<file path="config.mk">
export PLATFORM = sky130hd
export DESIGN_NAME = binary_tower_32b_div_alpha_seq_flat
export DESIGN_NICKNAME = d
export VERILOG_FILES = /design/src/rtl/binary_tower_32b_div_alpha_seq_if.sv /design/src/rtl/binary_tower_32b_div_alpha_seq.sv /design/src/flat_wrapper.sv
export SDC_FILE = /design/constraint.sdc
export NUM_CORES = 1
export LEC_CHECK = 0
export BUFFER_PORTS_ARGS = -buffer_cell sky130_fd_sc_hd__clkbuf_2
export CORE_ASPECT_RATIO = 1.4
export CORE_MARGIN = 2
export CORE_UTILIZATION = 30
export DETAILED_ROUTE_END_ITERATION = 8
export GPL_ROUTABILITY_DRIVEN = 0
export GPL_TIMING_DRIVEN = 0
export MAX_ROUTING_LAYER = met4
export PLACE_DENSITY_LB_ADDON = 0.15
export SYNTH_ARGS = -nofsm -noshare
export SYNTH_HDL_FRONTEND = slang
export SYNTH_SLANG_ARGS = --single-unit
</file>
<file path="constraint.sdc">
create_clock -name ap_clk -period 1.6 [get_ports ap_clk]
set_input_delay 0.16 -clock ap_clk [delete_from_list [all_inputs] [get_ports ap_clk]]
set_output_delay 0.16 -clock ap_clk [all_outputs]
set_load 0.01 [all_outputs]
</file>
<file path="src/rtl/binary_tower_32b_div_alpha_seq_if.sv">
// rtl/binary_tower_32b_div_alpha_seq_if.sv - job/result stream bundle for the divide-by-alpha engine
interface binary_tower_32b_div_alpha_seq_if #(
  parameter int K_W = 8
);
  logic           in_valid;
  logic           in_ready;
  logic [31:0]    in_a;
  logic [K_W-1:0] in_k;
  logic           out_valid;
  logic           out_ready;
  logic [31:0]    out_r;
  logic           busy;

  modport master (
    output in_valid, in_a, in_k, out_ready,
    input  in_ready, out_valid, out_r, busy
  );

  modport slave (
    input  in_valid, in_a, in_k, out_ready,
    output in_ready, out_valid, out_r, busy
  );
endinterface

</file>
<file path="src/rtl/binary_tower_32b_div_alpha_seq.sv">
// rtl/binary_tower_32b_div_alpha_seq.sv - sequential a * alpha^(-k) in the 32-bit binary tower field
module binary_tower_32b_div_alpha_seq #(
  parameter int K_W = 8
) (
  input  logic                              ap_clk,
  input  logic                              ap_rst_n,
  binary_tower_32b_div_alpha_seq_if.slave   s
);

  typedef enum logic [1:0] {
    IDLE = 2'd0,
    RUN  = 2'd1,
    DONE = 2'd2
  } state_t;

  state_t         state, state_nxt;
  logic [31:0]    acc, acc_nxt;
  logic [K_W-1:0] cnt, cnt_nxt;

  // Multiply-by-alpha at each tower level: {x1,x0} -> {x0 ^ MA(x1), x1}.
  function automatic logic [1:0] ma2(input logic [1:0] x);
    return {x[0] ^ x[1], x[1]};
  endfunction

  function automatic logic [3:0] ma4(input logic [3:0] x);
    return {x[1:0] ^ ma2(x[3:2]), x[3:2]};
  endfunction

  function automatic logic [7:0] ma8(input logic [7:0] x);
    return {x[3:0] ^ ma4(x[7:4]), x[7:4]};
  endfunction

  function automatic logic [15:0] ma16(input logic [15:0] x);
    return {x[7:0] ^ ma8(x[15:8]), x[15:8]};
  endfunction

  // One inverse-alpha step; undoes ma32 exactly.
  function automatic logic [31:0] inv_alpha(input logic [31:0] r);
    return {r[15:0], r[31:16] ^ ma16(r[15:0])};
  endfunction

  always_ff @(posedge ap_clk or negedge ap_rst_n) begin
    if (!ap_rst_n) begin
      state <= IDLE;
      acc   <= '0;
      cnt   <= '0;
    end else begin
      state <= state_nxt;
      acc   <= acc_nxt;
      cnt   <= cnt_nxt;
    end
  end

  always_comb begin
    state_nxt = state;
    acc_nxt   = acc;
    cnt_nxt   = cnt;
    case (state)
      IDLE: begin
        if (s.in_valid) begin
          acc_nxt   = s.in_a;
          cnt_nxt   = s.in_k;
          state_nxt = (s.in_k == '0) ? DONE : RUN;
        end
      end
      RUN: begin
        // RUN is only entered with cnt >= 1, so the decrement cannot wrap.
        acc_nxt = inv_alpha(acc);
        cnt_nxt = cnt - K_W'(1);
        if (cnt == K_W'(1)) begin
          state_nxt = DONE;
        end
      end
      DONE: begin
        if (s.out_ready) begin
          state_nxt = IDLE;
        end
      end
      default: begin
        state_nxt = IDLE;
      end
    endcase
  end

  assign s.in_ready  = (state == IDLE);
  assign s.out_valid = (state == DONE);
  assign s.out_r     = acc;
  assign s.busy      = (state == RUN) || (state == DONE);

endmodule
</file>
<file path="src/flat_wrapper.sv">
// flat-port wrapper written by rule: the top's interface ports become plain ports
module binary_tower_32b_div_alpha_seq_flat 
#(
  parameter int K_W = 8
)
  (ap_clk, ap_rst_n, s_in_valid, s_in_a, s_in_k, s_out_ready, s_in_ready, s_out_valid, s_out_r, s_busy);
  binary_tower_32b_div_alpha_seq_if #(.K_W(K_W)) s_i ();
  input  logic ap_clk;
  input  logic ap_rst_n;
  input wire logic [$bits(s_i.in_valid)-1:0] s_in_valid;
  input wire logic [$bits(s_i.in_a)-1:0] s_in_a;
  input wire logic [$bits(s_i.in_k)-1:0] s_in_k;
  input wire logic [$bits(s_i.out_ready)-1:0] s_out_ready;
  output wire logic [$bits(s_i.in_ready)-1:0] s_in_ready;
  output wire logic [$bits(s_i.out_valid)-1:0] s_out_valid;
  output wire logic [$bits(s_i.out_r)-1:0] s_out_r;
  output wire logic [$bits(s_i.busy)-1:0] s_busy;
  assign s_i.in_valid = s_in_valid;
  assign s_i.in_a = s_in_a;
  assign s_i.in_k = s_in_k;
  assign s_i.out_ready = s_out_ready;
  assign s_in_ready = s_i.in_ready;
  assign s_out_valid = s_i.out_valid;
  assign s_out_r = s_i.out_r;
  assign s_busy = s_i.busy;
  binary_tower_32b_div_alpha_seq #(.K_W(K_W)) u_core (.ap_clk(ap_clk), .ap_rst_n(ap_rst_n), .s(s_i));
endmodule
</file>
==> results.json <==
{
  "p_seq_frac": 0.281,
  "placedCellCount": 435,
  "start_util": 0.3093,
  "fillers": 790,
  "worstPathRequired_ps": 1780,
  "cp.arrival_ps": 1720,
  "setup_ws_ps": 62.65,
  "power_mw": 8.028,
  "final_nets": 398,
  "first_iter_violations": 76,
  "avgViaCountPerCell": 4.882,
  "grt_max_degree": 43,
  "clock_sinks": 42,
  "maxCapViolations": 0,
  "reg2reg_slack_ps": 60,
  "synth_cell_type_count": 25,
  "dp_worst_setup_slack_ps": -427.0,
  "yosys-top-cells-count": "dfrtp_1, nand2_1, o21ai_0, mux2i_1, xnor2_1",
  "wl_um": 7352,
  "timing.final.crit_period_ps": 1537,
  "slew_violations": 0,
  "worstMarginPinSlew_ps": 1132,
  "grt_overflow": 0,
  "min_path_type": "in -> async",
  "use_met2": 0.2971,
  "skew_ps": 6.481,
  "cts_htree_levels": 2,
  "yosys_register_bits": 42,
  "area_growth_pct": 35.02,
  "cts_tree": "done",
  "cts-root-buf": "clkbuf_8",
  "yosys.area_share.simple": 0.1122,
  "drc_errors": 0,
  "yosysSeqAreaShare": 0.4384,
  "setup_tns_ps": 0,
  "die_h_um": 109.8,
  "cp-end-kind": "flop",
  "final_area_um2": 3237,
  "p_int_mw": 4.510,
  "grt_pass1_wl_um": 11370,
  "antenna_found_initial": 0,
  "firstDrtPassIters": 4,
  "crit_fanout": 10,
  "cts_max_path_buffers": 2,
  "synth_mux_area_frac": 0.1232,
  "yosys.area.top_type": "dfrtp_1",
  "grt_usage": 0.1789,
  "outcome": "complete, no violations",
  "final_cells": 449,
  "async_reset_ff_frac": 1.000,
  "power.density_nw_per_um2": 2480,
  "postSynthCellCount": 257,
  "power.share.clock": 0.111,
  "yosysTopAreaCellShare": 0.4384,
  "start_kind": "flop",
  "num_antenna_cells": 0,
  "p_sw_frac": 0.4383,
  "placed_cell_area_um2": 2919,
  "grt_use_met3": 0.02874,
  "ant_nets": 0,
  "grt_use_met1": 0.2280,
  "portBuffers": 78,
  "synth_top_family_by_area": "compound AO/OA/AOI/OAI gates",
  "netlist_area_um2": 2397,
  "io_pins": 79,
  "power.leakage_nw": 1.531,
  "grt_pass1_vias": 2125,
  "synth_nets": 306,
  "synth_flop_cell": "dfrtp_1",
  "dieArea_um2": 8732,
  "final_hold_viol_count": 0,
  "clk_latency_ps": 300,
  "clk_pin_slew_worst_paths_ps": 80,
  "yosysMostFrequentCell": "dfrtp_1",
  "avgSynthCellArea_um2": 9.328,
  "rsz0062_at_grt": "yes",
  "maxSlewHeadroom": 0.2454,
  "wl_per_cell_um": 16.37,
  "busiest_layer": "met2",
  "synth_xor_area_frac": 0.1174,
  "drive_gt1_frac": 0.3524,
  "die_w_um": 79.55,
  "core_um2": 7750,
  "yosysWarnings": 0,
  "max-vdd-ir-drop_mv": 0.8721,
  "synthAdderAreaFrac": 0.02610,
  "synth_edf_count": 0,
  "cts_buffers": 5,
  "netlist_top_cells_area": "dfrtp_1, mux2i_1, xnor2_1",
  "combinationalPowerShare": 0.608,
  "synth_compound_area_frac": 0.1404,
  "hpwl_um": 5100,
  "p_switching_mw": 3.518,
  "vias": 2192,
  "criticalPathCategory": "reg -> reg",
  "finalSetupViolCount": 0,
  "finalCritPeriodShare": 0.9608,
  "rows": 38,
  "fmax_ghz": 0.6505
}
[routing by layer]
layer  vias to the layer above  wire [um]
li1                       1061          -
met1                      1048       3230
met2                        75       3639
met3                         8        400
met4                         0         82
met5                         -          0
[metrics by stage]
stage                     hold slack, ps    util
after global placement             433.7  0.3767
after global routing               143.1  0.4177
after floorplan                   -135.6       -
after CTS                          105.1  0.4038
final                              70.30  0.4177
after detailed placement           429.9  0.3767
[power groups by stage]
| stage | registers, mW | logic (mW) | clock network [mW] |
|---|---|---|---|
| after floorplan | 2.29 | 2.87 | 0 |
| after global placement | 2.24 | 4.22 | 0 |
| after detailed placement | 2.26 | 4.29 | 0 |
| after CTS | 2.25 | 4.60 | 0.905 |
| after global routing | 2.36 | 5.39 | 0.946 |
| final | 2.25 | 4.88 | 0.892 |
[area by class of cell]
class                           count  area, um^2  share of cell area
Timing Repair Buffer               85       456.7              0.1411
Tap cell                          100       125.1             0.03865
Inverter                            7       26.28            0.008118
Buffer                             16       141.4             0.04368
Clock buffer                        6       82.58             0.02551
Clock inverter                      1       30.03            0.009277
Multi-Input combinational cell    192        1324              0.4090
Sequential cell                    42        1051              0.3247
[placed cells by master, fill, tap and decap left out, types with 2 or more instances in the layout]
master and n:
a21oi_1 20, buf_2 3, buf_4 7, buf_6 8
clkbuf_2 79, clkbuf_8 7, dfrtp_1 42, ha_1 3
inv_1 5, inv_2 2, mux2i_1 27, nand2_1 35
nand3_1 4, nor2_1 16, nor3_1 3, nor4_1 2
o21ai_0 26, o21ai_1 8, o22ai_1 2, o22ai_2 4
xnor2_1 23, xnor3_1 2, xor2_1 3
[cells by family (layout without fill, tap and decap cells)]
group	count (synthesis)	after routing
adder cells (fa/ha/maj)	5	5
flip-flops	42	42
buffers and inverters	23	115
XOR/XNOR	29	29
AO/OA/AOI/OAI	64	64
multiplexers	29	29
AND/OR/NAND/NOR	65	65
[worst max-delay path: stages, from the launching register on]
cell and delay, ps:
dfrtp_1 370, inv_2 70, ha_2 170, buf_6 140
mux2_4 310, buf_6 160, o22ai_2 150, a21oi_1 60
[what timing repair did]
item / 4_1_cts / 5_1_grt
pin swaps: 0 / 5
gates resized for setup: 24 / 26
endpoints found under the hold margin: 0 / 0
setup endpoints to repair: 42 / 39
gates cloned: 0 / 1
hold buffers: 0 / 0
setup buffers: 4 / 2
[worst paths after layout]
kind                                           startpoint                             end  cells after the start
hold reg to reg            u_core.s.out_r[23]$_DFFE_PN0P_  u_core.s.out_r[23]$_DFFE_PN0P_                      2
max in group asynchronous                        ap_rst_n  u_core.s.out_r[11]$_DFFE_PN0P_                      1
setup reg to reg              u_core.state[1]$_DFFE_PN0P_       u_core.cnt[6]$_DFFE_PN0P_                      7
setup / recovery              u_core.state[1]$_DFFE_PN0P_       u_core.cnt[6]$_DFFE_PN0P_                      7
hold / removal                                   ap_rst_n     u_core.state[1]$_DFFE_PN0P_                      1
min in group ap_clk                             s_in_k[3]       u_core.cnt[3]$_DFFE_PN0P_                      3
[state kept, by name, summed over array words and instances (netlist names)]
name,count
u_core.state,2
u_core.cnt,8
u_core.s.out_r,32
Power figures use the tool's default switching activity.
